--- config.mk ---
export PLATFORM = sky130hd
export DESIGN_NAME = fetch_stage
export DESIGN_NICKNAME = d
export VERILOG_FILES = /design/src/rtl/fetch_stage_pkg.sv /design/src/rtl/fetch_fifo.sv /design/src/rtl/fetch_stage.sv
export SDC_FILE = /design/constraint.sdc
export NUM_CORES = 1
export LEC_CHECK = 0
export BUFFER_PORTS_ARGS = -buffer_cell sky130_fd_sc_hd__buf_2
export CAP_MARGIN = 0
export CORE_ASPECT_RATIO = 1.4
export CORE_MARGIN = 2
export CORE_UTILIZATION = 40
export DETAILED_ROUTE_END_ITERATION = 10
export GPL_ROUTABILITY_DRIVEN = 1
export HOLD_SLACK_MARGIN = 0.06
export MAX_ROUTING_LAYER = met4
export PLACE_DENSITY_LB_ADDON = 0.12
export RECOVER_POWER = 100
export REMOVE_ABC_BUFFERS = 1
export SETUP_SLACK_MARGIN = 0.1
export SYNTH_ARGS = -nofsm -noshare
export SYNTH_HDL_FRONTEND = slang
export SYNTH_SLANG_ARGS = --single-unit
--- constraint.sdc ---
create_clock -name clk -period 5.3 [get_ports clk]
set_input_delay 0.795 -clock clk [delete_from_list [all_inputs] [get_ports clk]]
set_output_delay 0.795 -clock clk [all_outputs]
set_load 0.005 [all_outputs]
--- src/rtl/fetch_stage_pkg.sv ---
// Shared types and constants for the instruction fetch stage.
package fetch_stage_pkg;

  typedef enum logic [1:0] {
    IDLE      = 2'd0,
    WAIT_GNT  = 2'd1,
    WAIT_RESP = 2'd2
  } fetch_state_e;

  localparam logic [31:0] DEFAULT_RESET_PC = 32'h0000_0000;
  localparam logic [31:0] WORD_INC         = 32'd4;

  // One prefetch buffer entry: the PC it was fetched from and the word itself.
  typedef struct packed {
    logic [31:0] pc;
    logic [31:0] instr;
  } fetch_entry_t;

  // Fetch addresses are always word addresses.
  function automatic logic [31:0] word_align(input logic [31:0] addr);
    return {addr[31:2], 2'b00};
  endfunction

endpackage

--- src/rtl/fetch_fifo.sv ---
// Prefetch buffer between the memory interface and the decode stage.
// Pointers carry one extra wrap bit so full and empty are distinguishable.
module fetch_fifo
  import fetch_stage_pkg::*;
#(
  parameter int DEPTH = 2
) (
  input  logic                       clk,
  input  logic                       rst_n,
  input  logic                       push,
  input  fetch_entry_t               push_data,
  input  logic                       pop,
  input  logic                       flush,
  output logic                       full,
  output logic                       empty,
  output logic [$clog2(DEPTH):0]     count,
  output fetch_entry_t               head
);

  localparam int AW = $clog2(DEPTH);

  fetch_entry_t  mem [DEPTH];
  logic [AW:0]   wr_ptr_q, wr_ptr_d;
  logic [AW:0]   rd_ptr_q, rd_ptr_d;
  logic          do_push;
  logic          do_pop;

  assign empty   = (wr_ptr_q == rd_ptr_q);
  assign full    = (wr_ptr_q[AW-1:0] == rd_ptr_q[AW-1:0]) && (wr_ptr_q[AW] != rd_ptr_q[AW]);
  assign count   = wr_ptr_q - rd_ptr_q;
  assign do_pop  = pop && !empty;
  assign do_push = push && (!full || do_pop);
  assign head    = empty ? '0 : mem[rd_ptr_q[AW-1:0]];

  // Next pointer values; a flush empties the buffer and overrides push/pop.
  always_comb begin
    wr_ptr_d = wr_ptr_q;
    rd_ptr_d = rd_ptr_q;
    if (flush) begin
      wr_ptr_d = '0;
      rd_ptr_d = '0;
    end else begin
      if (do_push) wr_ptr_d = wr_ptr_q + 1'b1;
      if (do_pop)  rd_ptr_d = rd_ptr_q + 1'b1;
    end
  end

  // Pointer registers.
  always_ff @(posedge clk or negedge rst_n) begin
    if (!rst_n) begin
      wr_ptr_q <= '0;
      rd_ptr_q <= '0;
    end else begin
      wr_ptr_q <= wr_ptr_d;
      rd_ptr_q <= rd_ptr_d;
    end
  end

  // Storage array; contents are only observed through head when not empty.
  always_ff @(posedge clk) begin
    if (do_push && !flush) mem[wr_ptr_q[AW-1:0]] <= push_data;
  end

endmodule

--- src/rtl/fetch_stage.sv ---
// Instruction fetch stage: single-outstanding request FSM, fetch PC and
// redirect handling, feeding a small prefetch buffer toward decode.
module fetch_stage
  import fetch_stage_pkg::*;
#(
  parameter logic [31:0] RESET_PC   = DEFAULT_RESET_PC,
  parameter int          FIFO_DEPTH = 2
) (
  input  logic        clk,
  input  logic        rst_n,
  output logic        imem_req,
  output logic [31:0] imem_addr,
  input  logic        imem_gnt,
  input  logic        imem_rvalid,
  input  logic [31:0] imem_rdata,
  input  logic        redirect,
  input  logic [31:0] redirect_pc,
  input  logic        id_stall,
  output logic        if_valid,
  output logic [31:0] if_pc,
  output logic [31:0] if_instr
);

  localparam int              CW        = $clog2(FIFO_DEPTH) + 1;
  localparam logic [CW-1:0]   DEPTH_CNT = CW'(FIFO_DEPTH);

  fetch_state_e  state_q, state_d;
  logic [31:0]   pc_q, pc_d;
  logic          drop_q, drop_d;
  logic          req_q, req_d;
  logic [31:0]   addr_q, addr_d;

  logic          fifo_push;
  logic          fifo_pop;
  logic          fifo_full;
  logic          fifo_empty;
  logic [CW-1:0] fifo_count;
  fetch_entry_t  fifo_head;
  fetch_entry_t  push_entry;
  logic          slot_free;

  // A pop frees a slot this cycle, so it counts as room for a new request.
  assign fifo_pop   = !fifo_empty && !id_stall && !redirect;
  assign slot_free  = (fifo_count < DEPTH_CNT) || fifo_pop;
  assign fifo_push  = (state_q == WAIT_RESP) && imem_rvalid && !drop_q && !redirect
                      && (!fifo_full || fifo_pop);
  assign push_entry = {addr_q, imem_rdata};

  // Next-state logic for the request FSM, fetch PC and drop flag.
  always_comb begin
    state_d = state_q;
    pc_d    = pc_q;
    drop_d  = drop_q;
    req_d   = req_q;
    addr_d  = addr_q;
    case (state_q)
      IDLE: begin
        if (redirect) begin
          pc_d = word_align(redirect_pc);
        end else if (slot_free) begin
          state_d = WAIT_GNT;
          req_d   = 1'b1;
          addr_d  = pc_q;
        end
      end
      WAIT_GNT: begin
        if (redirect) begin
          pc_d   = word_align(redirect_pc);
          drop_d = 1'b1;
        end
        if (imem_gnt) begin
          state_d = WAIT_RESP;
          req_d   = 1'b0;
          if (!redirect && !drop_q) pc_d = pc_q + WORD_INC;
        end
      end
      WAIT_RESP: begin
        if (redirect) begin
          pc_d   = word_align(redirect_pc);
          drop_d = 1'b1;
        end
        if (imem_rvalid) begin
          state_d = IDLE;
          drop_d  = 1'b0;
        end
      end
      default: begin
        state_d = IDLE;
        req_d   = 1'b0;
      end
    endcase
  end

  // FSM state and registered memory-side outputs.
  always_ff @(posedge clk or negedge rst_n) begin
    if (!rst_n) begin
      state_q <= IDLE;
      pc_q    <= RESET_PC;
      drop_q  <= 1'b0;
      req_q   <= 1'b0;
      addr_q  <= RESET_PC;
    end else begin
      state_q <= state_d;
      pc_q    <= pc_d;
      drop_q  <= drop_d;
      req_q   <= req_d;
      addr_q  <= addr_d;
    end
  end

  fetch_fifo #(
    .DEPTH (FIFO_DEPTH)
  ) u_fifo (
    .clk       (clk),
    .rst_n     (rst_n),
    .push      (fifo_push),
    .push_data (push_entry),
    .pop       (fifo_pop),
    .flush     (redirect),
    .full      (fifo_full),
    .empty     (fifo_empty),
    .count     (fifo_count),
    .head      (fifo_head)
  );

  assign imem_req  = req_q;
  assign imem_addr = addr_q;
  assign if_valid  = !fifo_empty;
  assign if_pc     = fifo_head.pc;
  assign if_instr  = fifo_head.instr;

endmodule

### Word-level counts from Yosys, hierarchy flattened

Memories as Yosys holds them, arrays and structs flattened.
Index checks and enable logic that the tools add are counted.

* register bits after elaboration: 72
* RAM bits: 128
* bits of input ports: 70
* output and inout bits: 98
* logic and storage cells: 75
* memories: 1

* add/subtract/negate cells: 4
* order comparisons: 1
* eq/ne operators: 9
* mux-type cells: 23
* bitwise logic cells: 2
* reduce and logical (&&, ||, !) cells: 28

Memory list
* u_fifo.mem: depth 2, bits a word 64, rd ports 1, clocked after memory_dff 0, write ports 1, line fetch_fifo.sv:22 `fetch_entry_t mem [DEPTH];`

Operator list (count)
* 32-bit two-way mux: 3
* 64-bit two-way mux: 1
* 32-bit one-hot mux with 2 select lines: 1
* 32-bit by 3-bit adder with 32-bit output (second input constant): 1
* 2-bit two-way mux: 8
* 1-bit logical AND: 11
* 2-bit inequality test (second input constant): 4
* 4-bit AND reduction: 2
* 2-bit nonzero test: 4
* 1-bit two-way mux: 7
* 2-bit one-hot mux with 3 select lines: 1
* 1-bit logical NOT: 5
* 2-bit by 1-bit adder with 2-bit output (second input constant): 2
* 1-bit logical OR: 3
* 1-bit one-hot mux with 3 select lines: 1
* 3-bit AND reduction: 1
* 2-bit by 1-bit equality test with 1-bit output (second input constant): 1
* 2-bit equality test: 1
* 2-bit equality test (second input constant): 1
* 2-bit logical NOT: 1
* 2-bit < comparator (second input constant): 1
* 1-bit inverter: 2
* 1-bit one-hot mux with 2 select lines: 1
* 2-bit OR reduction: 1
* 3 further kinds: 3

### Logic depth before layout (Yosys ltp)

Gate-level depths: netlist of the first run.

* depth after elaboration: 10
* mapped depth: 9
* mapped depth without buffers: 7

### Cells and area by module

A second synthesis of the first run with hierarchy kept.

* cells, all modules: 646
* area, all modules: 8948.6 um^2

By module, submodules not included
* fetch_fifo: times used 1, cells each 306, area each 5485.3 um^2, sequential area each 3943.8 um^2
* fetch_stage: times used 1, cells each 340, area each 3463.3 um^2, sequential area each 1701.6 um^2

### Worst setup path after synthesis of the first run

Ideal clock, no wire load.

* kind: input to register
* start: input port redirect
* end: memory u_fifo.mem[1][0] (netlist name) (enable)
* library setup time: 0.489 ns
* arrival: 4.001 ns
* required time: 4.811 ns
* setup slack: 0.809 ns
* stages on the path: 4
* buffers on the path: 1
* path through: clkbuf_1 nor2_1 nand4_1 nor2_1

* cells in the longest elaborated chain, start to end: 8
* elaborated cells between the ends (all ways): 11
* those cells by class: 2 x mux; 9 x reduce/logical

RTL lines
* start, declared: line fetch_stage.sv:16 `input logic redirect,`
* 1-bit logical NOT (*): line fetch_fifo.sv:61, fetch_stage.sv:43, fetch_stage.sv:45
* 1-bit logical AND: line fetch_stage.sv:43 `assign fifo_pop = !fifo_empty && !id_stall && !redirect;`
* 1-bit logical OR / 1-bit logical AND (equally long branches): line fetch_stage.sv:46, fetch_fifo.sv:31
* 1-bit logical AND / 1-bit logical OR (equally long branches): line fetch_stage.sv:46, fetch_fifo.sv:32
* 1-bit logical AND: line fetch_fifo.sv:32 `assign do_push = push && (!full || do_pop);`
* 1-bit logical AND (*): line fetch_fifo.sv:61 `if (do_push && !flush) mem[wr_ptr_q[AW-1:0]] <= push_data;`
* 1-bit two-way mux (*): line fetch_fifo.sv:61
* 1-bit two-way mux (implied by the code) (*): line fetch_fifo.sv:61
* end, declared: line fetch_fifo.sv:22

Mark *: on every way between the ends. The rest lies on a longest branch, timed or not.

### Worst setup path after layout of the first run

* start: register u_fifo.rd_ptr_q[0]
* end: memory u_fifo.mem[0][43] (netlist name) (enable)

* cells in the longest elaborated chain, start to end: 10
* elaborated cells between the ends (all ways): 15
* those cells by class: 2 x eq/ne; 2 x mux; 11 x reduce/logical

RTL lines
* start, declared: line fetch_fifo.sv:24 `logic [AW:0] rd_ptr_q, rd_ptr_d;`
* start signal, assigned: line fetch_fifo.sv:55 `rd_ptr_q <= rd_ptr_d;`
* 2-bit equality test: line fetch_fifo.sv:28 `assign empty = (wr_ptr_q == rd_ptr_q);`
* 1-bit logical NOT: line fetch_fifo.sv:31, fetch_stage.sv:43
* 1-bit logical AND (2 in series): line fetch_stage.sv:43
* 1-bit logical OR / 1-bit logical AND (equally long branches): line fetch_stage.sv:46, fetch_fifo.sv:31
* 1-bit logical AND / 1-bit logical OR (equally long branches): line fetch_stage.sv:46, fetch_fifo.sv:32
* 1-bit logical AND (*): line fetch_fifo.sv:32
* 1-bit logical AND (*): line fetch_fifo.sv:61
* 1-bit two-way mux (*): line fetch_fifo.sv:61
* 1-bit two-way mux (implied by the code) (*): line fetch_fifo.sv:61

Marks and branches as above.

==> out/results.tsv, run 1 <==
metric	value	unit
grt_first_pass_wirelength	30300	µm
relSlewSlack	-49.27	%
numCtsBuffers	17	
grt.total_usage	18.15	%
ys_top_cells_by_area	edfxtp_1 (45%), dfrtp_1 (21%), mux2i_1 (8.3%)	
slew_violations	85	
finalCritPeriodShare	77.28	%
tns	0	ns
drive_above_1_share	18.49	%
num_io_pins	168	
pre_cts_ws	1.832	ns
powerDensity	428.3	nW/µm²
clk_latency	0.43	ns
power	4.281	mW
dieWidth	127.5	µm
worstSetupStartpointType	register	
power.leakage	3.634	nW
dieArea	22550	µm²
cp_max_fo	34	
synth_top_area_cell	edfxtp_1	
place_inst	1034	
syn_area_per_cell	13.45	µm²
synth_top_area_share	45.00	%
utilization	47.49	%
nets	870	
fin_crit	4.096	ns
synth-main-ff-cell	edfxtp_1	
first_global_vias	5674	
ys_types	51	
slowest_stage	nor2_2	
setup_viol	0	
vias_per_cell	5.232	
clk_pin_slew_worst_paths	0.07	ns
postCtsSetupRepairBufs	0	
clock_path_buffers	2	
cpLargestDelayFamily	simple AND/OR/NAND/NOR gates	
via_count	5577	
syn_inst	635	
routed_wl	19320	µm
layout.cells.non_filler	1066	
cts_max_level	4	
rsz0062_at_grt	false	
min_path_type	reg -> reg	
drt_iter0_drc	504	
tritoncts	built	
cap_violations	3	
fin_ws	1.204	ns
final_antenna_net_count	0	
end_kind	register	
routedWlPerCell	18.12	µm
crit_type	reg -> reg	
async_flop_share	36.00	%
postLayoutCellArea	9996	µm²
cp_data_arrival_time	4.16	ns
grt_max_degree	73	
ys_seq_area_share	66.10	%
ctsResizeCount	0	
synthToLayoutAreaGrowth	17.04	%
antenna_found_initial	0	
ys_warn_count	0	
rows	63	
ys_ff_latch	200	
peakVddDrop	0.0002349	V
ctsHoldBuffers	0	
synth_edf_count	128	
drcViolationCount	0	
violations	max-capacitance violations, max-slew violations	
clock_sink_count	200	
dpl-instance-area	9609	µm²
reg2reg_slack	1.20	ns
initial_core_util	40.58	%
firstDrtPassIters	5	
syn_area	8541	µm²
core-area	21050	µm²
hold_violations	0	
path_cells	ha_1, nand3b_1, nand4_1, nor2_2, clkbuf_2	
worst-path-buf-inv	1	
die_y	176.9	µm
slowest_delay	1.44	ns
gp_congestion	0.8345	
skew	0.008211	ns
post-dp-hpwl	12730	µm
antenna_cells	0	
overflow	0	
hold_ws	0.4925	ns
fmax	244.2	MHz
worst_pin_slew	2.222	ns
required	5.36	ns
outcome	finished with violations	
cts-root-buf	clkbuf_16	
io_buffers	165	
## cell type report
class / instances / area (µm²)
flip-flops and latches: 200 / 5649
clock inverters: 13 / 130.1
multi-input cells: 387 / 2651
repair buffers: 173 / 754.5
inverters: 14 / 52.55
well taps: 260 / 325.3
fillers: 1998 / 11050
clock buffers: 19 / 432.9
## layer usage
metal | vias up | global-route usage, % | wire, µm
li1 | 2670 | - | -
met1 | 2742 | 22.03 | 8270
met2 | 145 | 30.50 | 9990
met3 | 20 | 3.476 | 779
met4 | 0 | 6.136 | 275
met5 | - | - | 0
## registers in the layout (all words and copies together), names as in the netlist
name	cells
imem_addr	32
u_fifo.wr_ptr_q	2
drop_q	1
u_fifo.mem	128
u_fifo.rd_ptr_q	2
state_q	2
pc_q	32
imem_req	1
## report_power, final
group          leakage (nW)  internal (mW)  switching (mW)
clock network         0.270          0.692           0.567
registers              2.03           1.96           0.278
logic                  1.33          0.381           0.409
total                  3.63           3.03            1.25
## worst paths after layout
kind | cells after the start | start | end
setup reg to reg | 5 | u_fifo.rd_ptr_q[0] | u_fifo.mem[0][43]
hold reg to reg | 0 | imem_addr[2] | u_fifo.mem[1][34]
hold / removal | 0 | imem_addr[2] | u_fifo.mem[1][34]
setup / recovery | 5 | u_fifo.rd_ptr_q[0] | u_fifo.mem[0][43]
min in group asynchronous | 1 | rst_n | imem_addr[30]
max in group asynchronous | 1 | rst_n | u_fifo.rd_ptr_q[0]
## cells by family (layout without fill, tap and decap cells)
family	count (synthesis)	after routing	share of synthesized area, %
DFF	200	200	66.10
and+or+nand+nor	176	176	9.918
muxes	104	104	12.67
AOI/OAI and AO/OA	93	93	7.017
buffers and inverters	48	219	2.549
adders and majority gates	7	7	1.025
xor gates and xnor gates	7	7	0.7179
## synth_stat cells (9+ instances only)
master	number
mux2i_1	71
mux2_2	33
nand2_1	20
edfxtp_1	128
o22ai_1	10
inv_1	14
dfrtp_1	72
clkbuf_1	20
nand4_1	9
a21oi_1	16
o21ai_0	25
nand3_1	14
nor2_1	96
a22oi_1	9
## cells in the final DEF, fill, tap and decap left out, types with 4 or more instances in the layout
cell type  netlist  final
and3_1           6      6
o21ai_0         25     30
buf_2            3     57
and2_1           7      5
clkbuf_2         0     18
nand2_1         20     20
mux2_2          33     33
clkbuf_16        0     17
inv_1           14     14
a31oi_1          5      5
a21oi_1         16     17
nand3_1         14     14
edfxtp_1       128    128
a22oi_1          9      9
ha_1             7      7
nor4_1           5      5
clkinv_2         0      4
nand4_1          9      9
nor2_1          96     94
xnor2_1          4      4
clkbuf_1        20     96
dfrtp_1         72     71
a32oi_1          5      5
nor3_1           4      5
mux2i_1         71     71
o22ai_1         10     10
No activity file was read; power rests on OpenSTA's default activity.
==> inputs of run 2 (changes only) <==
--- a/config.mk
+++ b/config.mk
@@ -5,6 +5,7 @@
 export SDC_FILE = /design/constraint.sdc
 export NUM_CORES = 1
 export LEC_CHECK = 0
+export ABC_AREA = 1
 export BUFFER_PORTS_ARGS = -buffer_cell sky130_fd_sc_hd__buf_2
 export CAP_MARGIN = 0
 export CORE_ASPECT_RATIO = 1.4
==> constraint.sdc (replaced) <==
create_clock -name clk -period 4.2 [get_ports clk]
set_input_delay 0.63 -clock clk [delete_from_list [all_inputs] [get_ports clk]]
set_output_delay 0.63 -clock clk [all_outputs]
set_load 0.005 [all_outputs]
==> run 2 against run 1 <==
Net effect: the flow still finishes with violations (max-capacitance violations, max-slew violations); largest cell class unchanged; via count increased by 31%; clock skew increased by 0.0057 ns; clock-buffer cell count decreased by 2; hold slack got worse by 0.11 ns; critical path type unchanged.
==> out/results.tsv, run 2 <==
metric	value	unit
cp_data_arrival_time	3.61	ns
first_global_vias	6783	
violations	max-capacitance violations, max-slew violations	
post-dp-hpwl	15050	µm
power.leakage	5.226	nW
regArea	5645	µm²
syn_inst	1068	
peakVddDrop	0.0003066	V
multi_input_area	3109	µm²
drive_above_1_share	12.68	%
power	5.661	mW
synth_edf_count	128	
slew_violations	154	
core-area	23200	µm²
synthToLayoutAreaGrowth	16.22	%
layout.cells.non_filler	1536	
fmax	303.8	MHz
initial_core_util	40.76	%
cp_max_fo	33	
dieArea	24910	µm²
powerDensity	515.0	nW/µm²
grt_max_degree	73	
async_flop_share	36.00	%
final_common_cell	nand2_1	
vias_per_cell	4.747	
largest_reg_flops	128	
synth-main-ff-cell	edfxtp_1	
end_kind	register	
hold_ws	0.3792	ns
crit_type	reg -> reg	
ys_top_cells_by_area	edfxtp_1 (41%), dfrtp_1 (19%), nand2_1 (18%)	
reg2reg_slack	0.91	ns
final_antenna_net_count	0	
hold_violations	0	
grt.total_usage	19.40	%
die_y	186.0	µm
via_count	7291	
cts_max_level	4	
place_inst	1505	
final_cell_mix	nand2_1 (455), edfxtp_1 (128), inv_1 (121), buf_2 (100), dfrtp_1 (72)	
ys_ff_latch	200	
syn_area_per_cell	8.857	µm²
relSlewSlack	-27.77	%
setup_viol	0	
ys_warn_count	0	
worstSetupStartpointType	register	
gp_congestion	0.9281	
routedWlPerCell	14.87	µm
drcViolationCount	0	
r2r_end	pc_q[14]	
required	4.51	ns
clk_latency	0.44	ns
nets	1295	
drt_iter0_drc	420	
io_buffers	165	
dpl-instance-area	10560	µm²
cts-root-buf	clkbuf_16	
firstDrtPassIters	5	
whs_endpoint	u_fifo.mem[1][5]	
routed_wl	22840	µm
ff2ff_path_depth	6	
min_path_type	in -> reg	
fin_ws	0.9084	ns
ctsResizeCount	0	
tritoncts	built	
synthTopCellsByCount	nand2_1 (456), edfxtp_1 (128), inv_1 (121), dfrtp_1 (72), nor2_1 (59)	
postCtsSetupRepairBufs	0	
synth_top_area_cell	edfxtp_1	
clock_path_buffers	2	
outcome	finished with violations	
rows	66	
fillers	2383	
r2r-start	state_q[0]	
antenna_found_initial	0	
yosysMostFrequentCell	nand2_1	
syn_area	9459	µm²
clock_sink_count	200	
antenna_cells	0	
ys_seq_area_share	59.68	%
postLayoutCellArea	10990	µm²
clk_pin_slew_worst_paths	0.07	ns
min_from	imem_rdata[5]	
skew	0.01395	ns
worst_pin_slew	1.917	ns
cap_violations	3	
hold_depth	1	
pre_cts_ws	1.262	ns
ctsHoldBuffers	0	
ys_types	42	
rsz0062_at_grt	false	
dieWidth	134.0	µm
finalCritPeriodShare	78.37	%
fin_crit	3.292	ns
numCtsBuffers	17	
overflow	0	
synth_top_area_share	40.63	%
num_io_pins	168	
grt_first_pass_wirelength	35600	µm
==> run 2: area by class of cell <==
type	count	share of cell area (%)
Clock buffer	17	3.870
Inverter	127	4.336
Tap cell	306	3.483
Timing Repair Buffer	171	7.284
Sequential cell	200	51.35
Clock inverter	14	1.389
Multi-Input combinational cell	701	28.28
==> run 2: report_power, final <==
part           switching, mW  internal, mW  leakage (nW)
registers              0.315          2.45          2.05
clock network          0.713         0.927         0.281
logic                  0.828         0.429          2.90
==> run 2: how the worst max path moves through the flow <==
stage                                  start           endpoint  cells after the start
after floorplan           u_fifo.rd_ptr_q[0]   u_fifo.mem[1][0]                      6
after global routing      u_fifo.rd_ptr_q[0]  u_fifo.mem[1][41]                      7
after detailed placement            redirect  u_fifo.mem[1][36]                      7
after global placement              redirect  u_fifo.mem[1][34]                      7
after CTS                 u_fifo.rd_ptr_q[0]          if_pc[16]                      6
final                             state_q[0]           pc_q[14]                      6
==> run 2: worst max-delay path: stages (launching register included) <==
cell and delay, ns:
dfrtp_1 0.43, ha_1 0.66, nor2_1 1.29, inv_1 0.30, or2_2 0.36, nand2_1 0.07, a21oi_1 0.04
==> run 2: layer usage <==
metal  vias up  GRT usage, %  routed length, µm
met4         0         7.319                486
met3        28         3.105                884
met1      3412         22.65               9611
li1       3687             -                  -
met2       164         33.74              11850
met5         -             -                  0
==> run 2: per-stage QoR <==
step / setup TNS, ns / util [%]
2_1_floorplan: -187.84 / -
3_3_place_gp: 0 / 45.52
3_5_place_dp: 0 / 45.52
4_1_cts: 0 / 48.01
5_1_grt: 0 / 47.37
6_report: 0 / 47.37
==> run 2: cell families after synthesis <==
logic type | Yosys count | share of synthesized area [%]
buffers and inverters | 167 | 7.063
flip-flops | 200 | 59.68
AO/OA/AOI/OAI | 100 | 6.058
XOR/XNOR | 5 | 0.4630
AND/OR/NAND/NOR | 589 | 25.81
adder cells (fa/ha/maj) | 7 | 0.9259
==> inputs of run 3 (changes only) <==
==> constraint.sdc (replaced) <==
create_clock -name clk -period 3.13 [get_ports clk]
set_input_delay 0.4695 -clock clk [delete_from_list [all_inputs] [get_ports clk]]
set_output_delay 0.4695 -clock clk [all_outputs]
set_load 0.005 [all_outputs]
==> run 3 against run 2 <==
Net effect: the flow still finishes with violations (max-capacitance violations, max-slew violations); critical path type unchanged; routed wire length is 1.3% lower; utilization is 0.43 points higher; critical endpoint is now pc_q[23]; largest cell class unchanged; critical path depth stayed put.
==> out/results.tsv, run 3 (synthesis results as in run 2) <==
metric	value	unit
place_inst	1513	
hold_ws	0.2282	ns
dieArea	24910	µm²
fillers	2351	
antenna_found_initial	0	
min_from	imem_rdata[4]	
nets	1303	
rows	66	
min_path_type	in -> reg	
postCtsSetupRepairBufs	0	
layout.cells.non_filler	1545	
core-area	23200	µm²
dpl-instance-area	10650	µm²
ctsResizeCount	0	
antenna_cells	0	
skew	0.01599	ns
slew_violations	73	
clock_sink_count	200	
crit_type	reg -> reg	
hold_violations	0	
r2r-start	state_q[0]	
grt.total_usage	19.00	%
dieWidth	134.0	µm
rsz0062_at_grt	false	
powerDensity	702.6	nW/µm²
cts_max_level	4	
grt_first_pass_wirelength	35360	µm
cts-root-buf	clkbuf_16	
firstDrtPassIters	4	
clk_latency	0.43	ns
power.leakage	5.275	nW
synthToLayoutAreaGrowth	17.27	%
setup_viol	0	
worst_pin_slew	1.903	ns
vias_per_cell	4.660	
tns	0	ns
drt_iter0_drc	376	
relSlewSlack	-26.86	%
fin_ws	0.4800	ns
violations	max-capacitance violations, max-slew violations	
fmax	377.4	MHz
routed_wl	22530	µm
final_antenna_net_count	0	
clock_path_buffers	2	
postLayoutCellArea	11090	µm²
startpoint	state_q[0]	
initial_core_util	40.76	%
first_global_vias	6906	
worstSetupStartpointType	register	
numCtsBuffers	17	
post-dp-hpwl	15050	µm
tritoncts	built	
final_common_cell	nand2_1	
clk_pin_slew_worst_paths	0.08	ns
largest_reg_flops	128	
num_io_pins	168	
finalCritPeriodShare	84.66	%
drive_above_1_share	12.51	%
io_buffers	165	
cp_data_arrival_time	2.96	ns
grt_max_degree	73	
pre_cts_ws	0.6806	ns
peakVddDrop	0.0003882	V
required	3.44	ns
gp_congestion	0.9236	
cp_max_fo	16	
end_kind	register	
cap_violations	1	
via_count	7199	
overflow	0	
final_cell_mix	nand2_1 (456), edfxtp_1 (128), inv_1 (121), buf_2 (95), clkbuf_1 (74)	
ctsHoldBuffers	0	
drcViolationCount	0	
utilization	47.81	%
outcome	finished with violations	
fin_crit	2.650	ns
power	7.794	mW
routedWlPerCell	14.58	µm
die_y	186.0	µm
-- run 3: cell types whose count changed in the layout (fill, tap and decap cells not counted), moves of 4 or more --
cell,change
o21ai_1,+5
o21ai_0,-6
buf_2,-5
nor2_2,-4
clkbuf_1,+10
nor2_1,+4
clkinv_1,-6
-- run 3: worst paths after layout --
kind / end / slack, ns / cells past startpoint
setup / recovery: pc_q[23] / 0.48 / 6
hold / removal: u_fifo.mem[0][4] / 0.23 / 1
setup reg to reg: pc_q[23] / 0.48 / 6
hold reg to reg: imem_req / 0.48 / 2
max in group asynchronous: u_fifo.rd_ptr_q[0] / 1.35 / 1
min in group asynchronous: state_q[1] / 0.55 / 1
-- run 3: critical path: stages (launching register included) --
cell,delay (ns)
dfrtp_1,0.44
ha_1,0.47
clkbuf_1,0.50
clkbuf_1,0.70
nor3_1,0.13
a22oi_1,0.18
o21ai_0,0.10
-- run 3: area by class of cell --
type	instances	area (µm²)	share of cell area, %
sequential	200	5647	50.90
multi-input combinational	701	3077	27.74
timing repair buffer	179	867.1	7.816
inverter	127	476.7	4.297
clock buffer	20	456.7	4.117
tap	306	382.9	3.451
clock inverter	12	186.4	1.681
-- run 3: per-layer routing --
layer	wire (µm)	share of wire, %	vias to the layer above	GRT usage, %
li1	-	-	3706	-
met1	9335	41	3317	21.21
met2	11850	53	148	34.63
met3	866	3.8	28	3.350
met4	475	2.1	0	5.745
met5	0	0	-	-
-- run 3: power breakdown --
part	switching [mW]	internal [mW]	total, mW
Sequential	0.413	3.29	3.70
Combinational	1.12	0.605	1.73
Clock	0.973	1.40	2.37
Total	2.51	5.29	7.79
